`config.mk`:
```
export PLATFORM = sky130hd
export DESIGN_NAME = best_arr_sender
export DESIGN_NICKNAME = d
export VERILOG_FILES = /design/src/rtl/ann_pkg.sv /design/src/rtl/best_arr_addr_gen.sv /design/src/rtl/best_arr_sender.sv
export SDC_FILE = /design/constraint.sdc
export NUM_CORES = 1
export LEC_CHECK = 0
export BUFFER_PORTS_ARGS = -buffer_cell sky130_fd_sc_hd__buf_4
export CORE_ASPECT_RATIO = 2
export CORE_MARGIN = 1.5
export CORE_UTILIZATION = 56
export CTS_BUF_LIST = sky130_fd_sc_hd__clkbuf_16
export CTS_CLUSTER_DIAMETER = 40
export DETAILED_ROUTE_END_ITERATION = 8
export PLACE_DENSITY = 0.9
export SLEW_MARGIN = 20
export SYNTH_ARGS = -nofsm -noshare
export SYNTH_HDL_FRONTEND = slang
export SYNTH_SLANG_ARGS = --single-unit
```
`constraint.sdc`:
```
create_clock -name clk -period 3.4 [get_ports clk]
set_input_delay 0.34 -clock clk [delete_from_list [all_inputs] [get_ports clk]]
set_output_delay 0.34 -clock clk [all_outputs]
set_load 0.02 [all_outputs]
```
`src/rtl/ann_pkg.sv`:
```
// Shared constants and types for the ANN search datapath.
package ann_pkg;
  localparam int DATA_WIDTH = 11;
  localparam int ROW_SIZE   = 26;
  localparam int COL_SIZE   = 19;
  localparam int BLOCKING   = 4;
  localparam int NUM_QUERYS = ROW_SIZE * COL_SIZE;

  typedef enum logic [1:0] {
    IDLE,
    RUN,
    DRAIN
  } sender_state_t;
endpackage

```
`src/rtl/best_arr_addr_gen.sv`:
```
// Walks the best-index array in blocked order: half-image, column block, row, column-in-block.
module best_arr_addr_gen #(
  parameter int ROW_SIZE = ann_pkg::ROW_SIZE,
  parameter int COL_SIZE = ann_pkg::COL_SIZE,
  parameter int BLOCKING = ann_pkg::BLOCKING,
  parameter int ADDR_W   = $clog2(ROW_SIZE * COL_SIZE)
) (
  input  logic              clk,
  input  logic              rst_n,
  input  logic              step,
  output logic [ADDR_W-1:0] addr,
  output logic              last
);
  import ann_pkg::*;

  localparam int YW  = (COL_SIZE > 1) ? $clog2(COL_SIZE) : 1;
  localparam int XIW = (BLOCKING > 1) ? $clog2(BLOCKING) : 1;
  localparam logic [ADDR_W-1:0] HALF_A = ADDR_W'(ROW_SIZE / 2);
  localparam logic [ADDR_W-1:0] ROW_A  = ADDR_W'(ROW_SIZE);
  localparam logic [ADDR_W-1:0] BLK_A  = ADDR_W'(BLOCKING);

  logic           px;
  logic [1:0]     x;
  logic [YW-1:0]  y;
  logic [XIW-1:0] xi;
  logic           xi_wrap;
  logic           y_wrap;
  logic           x_wrap;

  // The last column block only holds one column, so xi wraps immediately there.
  always_comb begin
    x_wrap  = (x == 2'd3);
    y_wrap  = (y == YW'(COL_SIZE - 1));
    xi_wrap = x_wrap || (xi == XIW'(BLOCKING - 1));
    last    = px && x_wrap && y_wrap && (xi == '0);
    addr    = (px ? HALF_A : '0) + ADDR_W'(y) * ROW_A + ADDR_W'(x) * BLK_A + ADDR_W'(xi);
  end

  always_ff @(posedge clk) begin
    if (!rst_n) begin
      px <= 1'b0;
      x  <= '0;
      y  <= '0;
      xi <= '0;
    end else if (step) begin
      if (!xi_wrap) begin
        xi <= xi + 1'b1;
      end else begin
        xi <= '0;
        if (!y_wrap) begin
          y <= y + 1'b1;
        end else begin
          y <= '0;
          if (!x_wrap) begin
            x <= x + 1'b1;
          end else begin
            x  <= '0;
            px <= ~px;
          end
        end
      end
    end
  end
endmodule

```
`src/rtl/best_arr_sender.sv`:
```
// Streams the best-index array into the output FIFO through a 2-entry credit-controlled skid buffer.
module best_arr_sender #(
  parameter int DATA_WIDTH = ann_pkg::DATA_WIDTH,
  parameter int ROW_SIZE   = ann_pkg::ROW_SIZE,
  parameter int COL_SIZE   = ann_pkg::COL_SIZE,
  parameter int BLOCKING   = ann_pkg::BLOCKING,
  parameter int NUM_QUERYS = ROW_SIZE * COL_SIZE,
  parameter int ADDR_W     = $clog2(NUM_QUERYS)
) (
  input  logic                  clk,
  input  logic                  rst_n,
  input  logic                  send_best_arr,
  output logic                  busy,
  output logic                  done,
  output logic                  best_ren,
  output logic [ADDR_W-1:0]     best_raddr,
  input  logic [DATA_WIDTH-1:0] best_rdata,
  output logic                  out_fifo_wenq,
  output logic [DATA_WIDTH-1:0] out_fifo_wdata,
  input  logic                  out_fifo_wfull_n
);
  import ann_pkg::*;

  sender_state_t         state;
  logic [1:0]            count;
  logic                  inflight;
  logic                  wr_ptr;
  logic                  rd_ptr;
  logic [DATA_WIDTH-1:0] hold_mem [2];
  logic                  last;
  logic [ADDR_W-1:0]     addr;

  best_arr_addr_gen #(
    .ROW_SIZE (ROW_SIZE),
    .COL_SIZE (COL_SIZE),
    .BLOCKING (BLOCKING),
    .ADDR_W   (ADDR_W)
  ) u_addr_gen (
    .clk   (clk),
    .rst_n (rst_n),
    .step  (best_ren),
    .addr  (addr),
    .last  (last)
  );

  // A read is only issued when its data is guaranteed a slot, even if the FIFO stalls next cycle.
  assign out_fifo_wenq  = (count != 2'd0) && out_fifo_wfull_n;
  assign out_fifo_wdata = hold_mem[rd_ptr];
  assign best_ren       = (state == RUN) &&
                          ((3'(count) + 3'(inflight) - 3'(out_fifo_wenq)) < 3'd2);
  assign best_raddr     = addr;
  assign busy           = (state != IDLE);
  assign done           = (state == DRAIN) && (count == 2'd0) && !inflight;

  always_ff @(posedge clk) begin
    if (!rst_n) begin
      state       <= IDLE;
      count       <= 2'd0;
      inflight    <= 1'b0;
      wr_ptr      <= 1'b0;
      rd_ptr      <= 1'b0;
      hold_mem[0] <= '0;
      hold_mem[1] <= '0;
    end else begin
      inflight <= best_ren;
      if (inflight) begin
        hold_mem[wr_ptr] <= best_rdata;
        wr_ptr           <= ~wr_ptr;
      end
      if (out_fifo_wenq) rd_ptr <= ~rd_ptr;
      count <= count + 2'(inflight) - 2'(out_fifo_wenq);
      case (state)
        IDLE:    if (send_best_arr) state <= RUN;
        RUN:     if (best_ren && last) state <= DRAIN;
        DRAIN:   if (done) state <= IDLE;
        default: state <= IDLE;
      endcase
    end
  end
endmodule
```
# Yosys cells after proc, flatten, opt, wreduce, memory -nomap -nowiden
# Memories as Yosys holds them, arrays and structs flattened. A register that Yosys moved wholly into a read port is not among the register bits.
# Index checks and enable logic that the tools add are counted.
# op_classes
n_mul	1
add_sub_neg	10
eq_ne	8
muxes	17
reduce_logical	20
n_bitwise	3
n_lt_le_gt_ge	1
# ops
cell	count
11-bit 2-to-1 mux	1
11-bit OR reduction	1
2-bit 2-to-1 mux	5
9-bit by 2-bit adder with 9-bit output	1
9-bit by 4-bit adder with 9-bit output	1
9-bit adder	1
1-bit logical AND	8
5-bit by 4-bit multiplier with 8-bit output (second input constant)	1
1-bit 2-to-1 mux	8
2-bit == test (second input constant)	3
2-bit zero test	3
2-bit one-hot mux with 3 select lines	1
3-bit AND reduction	2
5-bit by 1-bit adder with 5-bit output (second input constant)	1
5-bit == test (second input constant)	1
5-bit 2-to-1 mux	1
2-bit by 1-bit adder with 2-bit output (second input constant)	2
4-bit 2-to-1 mux	1
2-bit != test (second input constant)	2
4-bit AND reduction	1
2-bit nonzero test	2
2-bit by 1-bit adder with 3-bit output	1
3-bit by 2-bit less-than comparator with 1-bit output (second input constant)	1
1-bit NOT	3
other kinds (8)	8
# word_totals
register_bits	17
n_memories	1
in_bits	15
out_inout_bits	24
ram_bits	22
word_cells	70
# mem_list
memory	words	width	rd	rd_clocked_by_memory_dff	wr	line_no	rtl
hold_mem	2	11	1	1	2	best_arr_sender.sv:29	logic [DATA_WIDTH-1:0] hold_mem [2];

# Depth between registers and ports, before layout
# Gate-level depths: netlist (run 1).
# depth
ltp_word	8
mapped_depth	12
mapped_depth_nobuf	12

# By module
# A second synthesis (run 1) with hierarchy kept.
# hier_totals
cells_unflattened	221
hier_area_um2	2412.3
# modules_own_cells
module	seq_area_each_um2	n_inst	cells_each	area_each_um2
best_arr_sender	820.8	1	100	1335.0
best_arr_addr_gen	200.2	1	121	1077.3

# Worst setup path before layout (run 1)
# OpenSTA, ideal clock, no wires.
# synth_path
path_type	reg2out
start	register u_addr_gen.y[0]
end	output port best_raddr[8]
arrival_time_ns	2.611
slack_ns	0.449
n_path_buf	0
stages_incl_launch_ff	11
t_required_ns	3.060
path_cell_list	dfxtp_1 ha_1 inv_1 fa_1 inv_1 ha_1 a21o_1 a21oi_1 xnor2_1 nor4b_1 xnor2_1
# synth_between
elab_chain_len	4
# synth_lines
item	line_no	rtl
start: declaration	best_arr_addr_gen.sv:24	logic [YW-1:0] y;
start signal: assignment	best_arr_addr_gen.sv:51	y <= y + 1'b1;
5-bit by 4-bit multiplier with 8-bit output	best_arr_addr_gen.sv:36	addr = (px ? HALF_A : '0) + ADDR_W'(y) * ROW_A + ADDR_W'(x) * BLK_A + ADDR_W'(xi);
9-bit adder	best_arr_addr_gen.sv:36	
9-bit by 4-bit adder with 9-bit output	best_arr_addr_gen.sv:36	
9-bit by 2-bit adder with 9-bit output	best_arr_addr_gen.sv:36	
end: declaration	best_arr_sender.sv:16	output logic [ADDR_W-1:0] best_raddr,
# Every way passes these cells.

# Final worst setup path (run 1)
# layout_path
start	register u_addr_gen.y[1]
end	output port best_raddr[8]
# The elaborated chain is that of the path after synthesis.

==> results of run 1 <==
[repair_timing]
item / CTS / global route
resized for setup: 2 / 8
pin swaps: 0 / 1
hold buffers: 0 / 0
endpoints found under the setup margin: 1 / 1
hold endpoints to repair: 0 / 0
[worst min-delay path by stage]
| stage | from | to | slack [ns] | cells after the start |
|---|---|---|---|---|
| floorplan | state[1]$_SDFFE_PN0P_ | state[0]$_SDFFE_PN0P_ | 0.43 | 1 |
| global route | best_rdata[10] | hold_mem[1][10]$_SDFFCE_PN0P_ | 0.35 | 2 |
| finish | best_rdata[1] | hold_mem[0][1]$_SDFFCE_PN0P_ | 0.35 | 2 |
| CTS | send_best_arr | state[0]$_SDFFE_PN0P_ | 0.35 | 3 |
| detailed placement | state[1]$_SDFFE_PN0P_ | state[0]$_SDFFE_PN0P_ | 0.46 | 1 |
| global placement | state[1]$_SDFFE_PN0P_ | state[0]$_SDFFE_PN0P_ | 0.45 | 1 |
[metrics by stage]
stage	std cells	TNS [ns]	setup slack, ns	hold WS [ns]	utilization
floorplan	222	0	0.449	0.429	-
global placement	307	0	0.302	0.446	0.670
detailed placement	307	0	0.194	0.462	0.670
CTS	315	0	0.00242	0.347	0.714
global route	315	-0.00208	-0.00208	0.348	0.721
finish	315	0	0.129	0.348	0.721
[synthesized netlist by cell type, drive strengths merged (5+ instances only)]
cell     n
o21ai    5
inv     24
fa       6
edfxtp  22
dfxtp   18
a21oi    7
a21boi   6
clkbuf   6
mux2    11
nor2b    6
xor2     5
nand2    7
nor2    10
xnor2    9
ha      25
and2    26
[registers in the layout, indices dropped and copies added, names as in the netlist, named ones only]
| register | flops |
|---|---|
| u_addr_gen.x | 2 |
| state | 2 |
| u_addr_gen.px | 1 |
| u_addr_gen.y | 5 |
| count | 2 |
| rd_ptr | 1 |
| hold_mem | 22 |
| wr_ptr | 1 |
| u_addr_gen.xi | 2 |
| inflight | 1 |
[routing by layer]
layer,vias up,track usage
met4,0,0.0786
met1,788,0.196
met3,8,0.0282
met2,29,0.437
met5,-,0
li1,824,-
[power by group]
part | internal, mW | switching [mW]
Clock | 0.348 | 0.188
Combinational | 0.229 | 0.246
Sequential | 0.581 | 0.0590
Total | 1.16 | 0.493
[final cells by class]
cell class,count,area [sq um]
fillers,282,1140
repair buffers,39,293
clock buffers,5,125
multi-input cells,151,1290
inverters,25,95.1
clock inverters,3,46.3
well taps,52,65.1
flip-flops and latches,40,1030
[kinds of logic after synthesis]
kind of cell | synth area share
xor+xnor | 0.0510
flops | 0.425
mux | 0.0557
fa+ha+maj | 0.180
buf+inv | 0.0489
simple gates | 0.167
compound gates | 0.0724
==> impl_metrics.tcl, run 1 <==
set metrics [dict create \
    status "finished clean" \
    n_antenna_cell 0 \
    final_common_cell "sky130_fd_sc_hd__buf_4" \
    timing.final.max_slew_violations 0 \
    core_area_sq_um 4090 \
    initial_drc_count 40 \
    synth.distinct_cells 35 \
    ff2ff_setup_slack_ns 0.49 \
    ir_worst_vdd_mv 0.626 \
    post_synth.cell_area_avg_sq_um 10.8 \
    drcViolationCount 0 \
    topRoutingLayerUsed "met4" \
    syn_inst 222 \
    yosysWarnings 0 \
    die_height_um 95.7 \
    dpl_cell_area_sq_um 2740 \
    synth_enable_flop_cells 22 \
    io_pins 39 \
    async_s_r_ff_share_synth 0 \
    tritoncts "yes" \
    r2r_start "count[1]$_SDFF_PN0_" \
    clockRootBuffer "sky130_fd_sc_hd__clkbuf_16" \
    cell_chain_critical_path "ha_1 -> inv_1 -> fa_1 -> inv_1 -> ha_1 -> a21o_1 -> a21oi_2 -> xnor2_2 -> nor4b_4 -> xnor2_1 -> buf_4" \
    post_synth_instance_area_sq_um 2400 \
    reg2regPathDepth 12 \
    post-route-cell-area_sq_um 2950 \
    wire_length_of_the_first_global_routing_pass_um 7480 \
    final_global_route_overflow_total 0 \
    final-hold-violation-count 0 \
    area.growth.synth_to_final_pct 22.6 \
    slew_at_the_pin_with_the_worst_max_slew_slack_ns 0.582 \
    fin_crit_sh 0.962 \
    floorplan.die_area_sq_um 4720 \
    post-layout-total-power_mw 1.65 \
    fin_worst_skew_ns 0.00185 \
    p_leak_nw 1.37 \
    drt-met1-wl_um 1620 \
    met3_wirelength_um 108 \
    postRouteAntennaNets 0 \
    relSlewSlack 0.611 \
    port_buffers 38 \
    critPathRequiredTime_ns 3.06 \
    first_global_vias 1670 \
    timing.critical_path.to "best_raddr[8]" \
    cp_data_arrival_time_ns 2.93 \
    rr_endpoint "u_addr_gen.y[2]$_SDFFE_PN0P_" \
    maximum_count_of_clock_buffers_along_a_single_path 2 \
    cell_taking_the_most_area_after_synthesis "sky130_fd_sc_hd__edfxtp_1" \
    fraction_of_layout_cells_with_a_size_suffix_above_1 0.266 \
    route.met2.wl_um 2780 \
    layout_common_cells "sky130_fd_sc_hd__buf_4, sky130_fd_sc_hd__and2_1, sky130_fd_sc_hd__inv_1, sky130_fd_sc_hd__ha_1, sky130_fd_sc_hd__edfxtp_1" \
    cp.buffers_inverters 3 \
    cp-startpoint "u_addr_gen.y[1]$_SDFFE_PN0P_" \
    upper_clock_frequency_limit_mhz 306 \
    crit_path_class "reg2out" \
    numClockSinks 40 \
    numCtsBuffers 5 \
    cts.clk_slew.worst_paths_ns 0.06 \
    placement_rows 33 \
    post-cts-setup-buffers 0 \
    ys_top_cells_by_area "sky130_fd_sc_hd__edfxtp_1, sky130_fd_sc_hd__dfxtp_1, sky130_fd_sc_hd__ha_1, sky130_fd_sc_hd__and2_1, sky130_fd_sc_hd__mux2_2" \
    seq_area_frac_synth 0.425 \
    start_util 0.588 \
    critical_path_depth 11 \
    finalWorstPathRequiredPeriod_ns 3.27 \
    place_congestion 0.786 \
    timing.critical_path.to_type "output pin" \
    h-tree-depth 2 \
    detailroute.via_count 1649 \
    worstHoldPathType "in2reg" \
    setup_viol_count_final 0 \
    groute.usage.overall 0.210 \
    critical_path_peak_fanout 5 \
    die_x_um 49.3 \
    detailed_place_hpwl_um 3450 \
    via_per_inst 5.23 \
    cp_slowest_stage_delay_ns 0.54 \
    synth_flop_cell "sky130_fd_sc_hd__edfxtp_1" \
    drt_wl_total_um 4580 \
    timing.critical_path.slowest_stage_cell "sky130_fd_sc_hd__fa_1" \
    crit_path_start_kind "flop" \
    synth_fp_nets 268 \
    power_density_nw_per_um2 560 \
    cp_top_family "adder cells" \
    drv_cap 0 \
    final_nets 308 \
    ys_seq_elements 40 \
    insertion_delay_ns 0.28 \
    drt_pre_antenna_iters 5 \
    maximum_number_of_pins_on_one_net_before_global_route_repair 23 \
    routedWlPerCell_um 14.5 \
    yosysTopAreaCellShare 0.275 \
    antenna_found_initial 0 \
]
Note: power is estimated with default switching activity, not from simulation.
==> run 2, diff against run 1 <==
--- a/config.mk
+++ b/config.mk
@@ -9,9 +9,9 @@
 export CORE_ASPECT_RATIO = 2
 export CORE_MARGIN = 1.5
-export CORE_UTILIZATION = 56
+export CORE_UTILIZATION = 61
 export CTS_BUF_LIST = sky130_fd_sc_hd__clkbuf_16
 export CTS_CLUSTER_DIAMETER = 40
 export DETAILED_ROUTE_END_ITERATION = 8
-export PLACE_DENSITY = 0.9
+export PLACE_DENSITY = 0.95
 export SLEW_MARGIN = 20
 export SYNTH_ARGS = -nofsm -noshare
==> constraint.sdc (replaced) <==
create_clock -name clk -period 4.2 [get_ports clk]
set_input_delay 0.63 -clock clk [delete_from_list [all_inputs] [get_ports clk]]
set_output_delay 0.63 -clock clk [all_outputs]
set_load 0.02 [all_outputs]
==> run 2 against run 1 <==
  * Core utilization up 4.4 points
  * Cell count is 0.32% lower
  * Wire length rose by 3.7%
  * Clock-buffer cell count unchanged
  * Worst setup slack better by 0.30 ns
  * Combinational power decreased by 20%
  * Register-to-register slack better by 0.75 ns
  * Non-clock buffer count stayed put
  * Critical endpoint unchanged
  * Highest routed layer unchanged
==> impl_metrics.tcl, run 2 (same netlist as run 1, synthesis figures left out) <==
set metrics [dict create \
    crit_path_class "reg2out" \
    final_global_route_overflow_total 0 \
    finish.cell_count_without_fillers 314 \
    die_height_um 91.8 \
    core_area_sq_um 3800 \
    first_global_vias 1702 \
    h-tree-depth 2 \
    timing.final.max_slew_violations 0 \
    layout_common_cells "sky130_fd_sc_hd__buf_4, sky130_fd_sc_hd__and2_1, sky130_fd_sc_hd__ha_1" \
    upper_clock_frequency_limit_mhz 265 \
    timing.hold.worst.start "state[1]$_SDFFE_PN0P_" \
    timing.critical_path.slowest_stage_cell "sky130_fd_sc_hd__fa_1" \
    final-hold-violation-count 0 \
    cp_data_arrival_time_ns 3.14 \
    post-cts-setup-buffers 0 \
    wire_length_of_the_first_global_routing_pass_um 7450 \
    worst_hold_path.num_cells 1 \
    detailed_place_hpwl_um 3410 \
    numCtsBuffers 5 \
    reg2regPathDepth 12 \
    ff2ff_setup_slack_ns 1.24 \
    n_antenna_cell 0 \
    rr_endpoint "u_addr_gen.y[3]$_SDFFE_PN0P_" \
    fin_crit_sh 0.898 \
    drt_pre_antenna_iters 4 \
    fillerInstances 246 \
    placement_rows 32 \
    cts_resized 0 \
    place_congestion 0.825 \
    groute.usage.overall 0.241 \
    die_x_um 47.4 \
    largest_register_ffs 22 \
    maximum_count_of_clock_buffers_along_a_single_path 2 \
    floorplan.die_area_sq_um 4350 \
    clockRootBuffer "sky130_fd_sc_hd__clkbuf_16" \
    setup_repair_after_global_routing_missed_its_margin "no" \
    timing.hold.worst_endpoint "state[0]$_SDFFE_PN0P_" \
    antenna_found_initial 0 \
    tritoncts "yes" \
    final_common_cell "sky130_fd_sc_hd__buf_4" \
    r2r_start "count[1]$_SDFF_PN0_" \
    power_density_nw_per_um2 460 \
    insertion_delay_ns 0.28 \
    numClockSinks 40 \
    fin_worst_skew_ns 0.00591 \
    drcViolationCount 0 \
    via_per_inst 5.45 \
    status "finished clean" \
    drv_cap 0 \
    ir_worst_vdd_mv 0.444 \
    largest-register "hold_mem" \
    port_buffers 38 \
    timing.setup.tns_ns 0 \
    largestRegisters "hold_mem x22, u_addr_gen.y x5" \
    relSlewSlack 0.595 \
    timing.critical_path.to_type "output pin" \
    cp_slowest_stage_delay_ns 0.55 \
    area.growth.synth_to_final_pct 21.0 \
    crit_path_start_kind "flop" \
    cell_chain_critical_path "ha_1 -> inv_1 -> fa_1 -> inv_1 -> ha_1 -> a21o_1 -> a21oi_1 -> xnor2_1 -> nor4b_1 -> xnor2_1 -> buf_4" \
    start_util 0.632 \
    critPathRequiredTime_ns 3.57 \
    maximum_number_of_pins_on_one_net_before_global_route_repair 23 \
    slew_at_the_pin_with_the_worst_max_slew_slack_ns 0.606 \
    worstHoldPathType "reg2reg" \
    postRouteAntennaNets 0 \
    setup_viol_count_final 0 \
    finalWorstPathRequiredPeriod_ns 3.77 \
    cts.clk_slew.worst_paths_ns 0.06 \
    hold_buffers 0 \
    critical_path_peak_fanout 8 \
    drt_wl_total_um 4750 \
    final_nets 308 \
    routedWlPerCell_um 15.1 \
    detailroute.via_count 1712 \
    p_leak_nw 1.34 \
    initial_drc_count 40 \
    io_pins 39 \
    fraction_of_layout_cells_with_a_size_suffix_above_1 0.240 \
    dp.cells 306 \
]
run 2: power breakdown:
part | switching (mW) | internal [mW] | leakage (nW)
clock | 0.156 | 0.282 | 0.0804
sequential | 0.0465 | 0.472 | 0.375
combinational | 0.200 | 0.182 | 0.888
run 2: per-stage QoR:
step | hold slack (ns) | utilization | setup slack, ns | cell area, sq um | power (mW)
detailed placement | 0.467 | 0.720 | 0.741 | 2740 | 0.906
finish | 0.485 | 0.765 | 0.427 | 2910 | 1.34
global placement | 0.445 | 0.720 | 0.816 | 2740 | 0.890
floorplan | 0.429 | - | 0.959 | 2400 | 0.778
global route | 0.513 | 0.765 | 0.161 | 2910 | 1.39
CTS | 0.477 | 0.765 | 0.435 | 2910 | 1.34
run 2: final cells by class:
type                            instances  area (sq um)  share of cell area
Inverter                               25          95.1              0.0327
Timing Repair Buffer                   39           293               0.101
Multi-Input combinational cell        151          1260               0.435
Sequential cell                        40          1020               0.351
Clock buffer                            5           125              0.0430
Clock inverter                          3          46.3              0.0159
Tap cell                               51          63.8              0.0219
run 2: critical path, delay by kind of cell, from the launching register on:
family                     cells  cell delay (ns)
and+or+nand+nor                1             0.32
adders and majority gates      3             1.09
xor gates and xnor gates       2             0.33
DFF                            1             0.47
AOI/OAI and AO/OA              2             0.35
buffers and inverters          3             0.30
run 2: routing by layer:
layer,up-vias,GRT usage,part of all wire
li1,827,-,-
met1,816,0.235,0.35
met2,53,0.432,0.58
met3,16,0.0472,0.045
met4,0,0.123,0.034
met5,-,0,0
run 2: worst max path at each step:
stage,slack (ns),endpoint,start,depth (start not counted)
floorplan,0.96,best_raddr[8],u_addr_gen.y[0]$_SDFFE_PN0P_,10
global placement,0.82,best_raddr[8],u_addr_gen.y[0]$_SDFFE_PN0P_,11
detailed placement,0.74,best_raddr[8],u_addr_gen.y[0]$_SDFFE_PN0P_,11
CTS,0.44,best_raddr[8],u_addr_gen.y[0]$_SDFFE_PN0P_,11
global route,0.16,best_raddr[8],u_addr_gen.y[0]$_SDFFE_PN0P_,11
finish,0.43,best_raddr[8],u_addr_gen.y[0]$_SDFFE_PN0P_,11
==> run 3, diff against run 2 <==
Settings changed: CORE_UTILIZATION 61 to 40, PLACE_DENSITY 0.95 to 0.71, SLEW_MARGIN 20 to default.
==> run 3 against run 2 <==
  * The run now ends with DRC left
  * Global-route usage is 9.7 points lower
  * Total power down 1.0%
  * First-iteration DRC count down 30%
  * Wire length fell by 8.3%
  * Critical path depth did not move
  * Cell area grew 0.30%
  * Critical endpoint unchanged
  * Largest cell class unchanged
==> impl_metrics.tcl, run 3 (same netlist as run 1, synthesis figures left out) <==
set metrics [dict create \
    status "finished with violations" \
    failed_checks "DRC" \
    cell_chain_critical_path "ha_1 -> inv_1 -> fa_1 -> inv_1 -> ha_1 -> a21o_1 -> a21oi_1 -> xnor2_1 -> nor4b_1 -> xnor2_1 -> buf_4" \
    critPathRequiredTime_ns 3.57 \
    routedWlPerCell_um 13.5 \
    setup_repair_after_global_routing_missed_its_margin "no" \
    initial_drc_count 28 \
    drt_wl_total_um 4360 \
    largest_register_ffs 22 \
    io_pins 39 \
    drt-met1-wl_um 1350 \
    groute.usage.overall 0.144 \
    area.growth.synth_to_final_pct 21.4 \
    finalWorstPathRequiredPeriod_ns 3.74 \
    wire_length_of_the_first_global_routing_pass_um 7070 \
    n_antenna_cell 0 \
    detailed_place_hpwl_um 3500 \
    final_common_cell "sky130_fd_sc_hd__buf_4" \
    cp_top_family "adder cells" \
    fin_worst_skew_ns 0.00393 \
    timing.hold.ws_ns 0.475 \
    topRoutingLayerUsed "met4" \
    post-route-cell-area_sq_um 2920 \
    tritoncts "yes" \
    numClockSinks 40 \
    drt_pre_antenna_iters 6 \
    relSlewSlack 0.570 \
    drv_cap 0 \
    cp.buffers_inverters 3 \
    worstHoldPathType "reg2reg" \
    p_leak_nw 1.34 \
    cp_data_arrival_time_ns 3.11 \
    via_per_inst 5.12 \
    final_global_route_overflow_total 0 \
    timing.final.max_slew_violations 0 \
    numCtsBuffers 5 \
    slew_at_the_pin_with_the_worst_max_slew_slack_ns 0.642 \
    crit_path_class "reg2out" \
    dpl_cell_area_sq_um 2750 \
    crit_path_start_kind "flop" \
    cts_resized 0 \
    post-route-worst-setup-slack_ns 0.458 \
    timing.hold.worst.start "state[1]$_SDFFE_PN0P_" \
    maximum_number_of_pins_on_one_net_before_global_route_repair 23 \
    floorplan.die_area_sq_um 6510 \
    antenna_found_initial 0 \
    met3_wirelength_um 184 \
    cts.clk_slew.worst_paths_ns 0.06 \
    cp-startpoint "u_addr_gen.y[0]$_SDFFE_PN0P_" \
    detailroute.via_count 1660 \
    h-tree-depth 2 \
    drcViolationCount 8 \
    place_congestion 0.786 \
    insertion_delay_ns 0.28 \
    power_density_nw_per_um2 454 \
    maximum_count_of_clock_buffers_along_a_single_path 2 \
    first_global_vias 1635 \
    largest-register "hold_mem" \
    timing.setup.tns_ns 0 \
    clockRootBuffer "sky130_fd_sc_hd__clkbuf_16" \
    die_x_um 57.8 \
    placement_rows 39 \
    largestRegisters "hold_mem x22, u_addr_gen.y x5" \
    ir_worst_vdd_mv 0.222 \
    r2r_start "count[1]$_SDFF_PN0_" \
    setup_viol_count_final 0 \
    upper_clock_frequency_limit_mhz 267 \
    hold_buffers 0 \
    final_core_utilization 0.507 \
    layout_common_cells "sky130_fd_sc_hd__buf_4, sky130_fd_sc_hd__and2_1, sky130_fd_sc_hd__ha_1" \
    timing.critical_path.slowest_stage_cell "sky130_fd_sc_hd__fa_1" \
    postRouteAntennaNets 0 \
    cp_slowest_stage_delay_ns 0.53 \
    timing.critical_path.to_type "output pin" \
    post-cts-setup-buffers 0 \
    route.met2.wl_um 2540 \
    critical_path_peak_fanout 8 \
    pre_cts_ws_ns 0.725 \
    start_util 0.417 \
    fin_crit_sh 0.891 \
    final-hold-violation-count 0 \
    fillerInstances 529 \
    die_height_um 113 \
    core_area_sq_um 5760 \
    fraction_of_layout_cells_with_a_size_suffix_above_1 0.240 \
    port_buffers 38 \
    final_nets 308 \
]
run 3: changes by cell type in the layout (fill, tap and decap cells not counted), sizes merged:
cell	change
clkinv	+1
inv	-1
run 3: metal layers:
layer / vias up / global-route usage
met1: 779 / 0.112
li1: 823 / -
met3: 16 / 0.0311
met2: 42 / 0.278
met4: 0 / 0.113
met5: - / 0
run 3: worst paths after layout:
kind | endpoint | slack [ns] | cells past startpoint
max | best_raddr[8] | 0.46 | 11
min | state[0]$_SDFFE_PN0P_ | 0.48 | 1
max reg2reg | u_addr_gen.y[3]$_SDFFE_PN0P_ | 1.33 | 12
min reg2reg | state[0]$_SDFFE_PN0P_ | 0.48 | 1
run 3: cell type report:
| cell class | count | area [sq um] | area share |
|---|---|---|---|
| multi-input cells | 151 | 1260 | 0.434 |
| flip-flops and latches | 40 | 1020 | 0.350 |
| repair buffers | 39 | 293 | 0.100 |
| clock buffers | 5 | 125 | 0.0429 |
| inverters | 25 | 95.1 | 0.0326 |
| well taps | 61 | 76.3 | 0.0262 |
| clock inverters | 3 | 42.5 | 0.0146 |
run 3: power breakdown:
part / leakage, nW / switching [mW] / internal, mW
Sequential: 0.375 / 0.0465 / 0.472
Combinational: 0.888 / 0.199 / 0.185
Clock: 0.0798 / 0.144 / 0.279
run 3: per-stage QoR:
| step | cells | total power [mW] |
|---|---|---|
| global route | 324 | 1.39 |
| global placement | 316 | 0.903 |
| detailed placement | 316 | 0.912 |
| finish | 324 | 1.32 |
| floorplan | 222 | 0.778 |
| CTS | 324 | 1.34 |
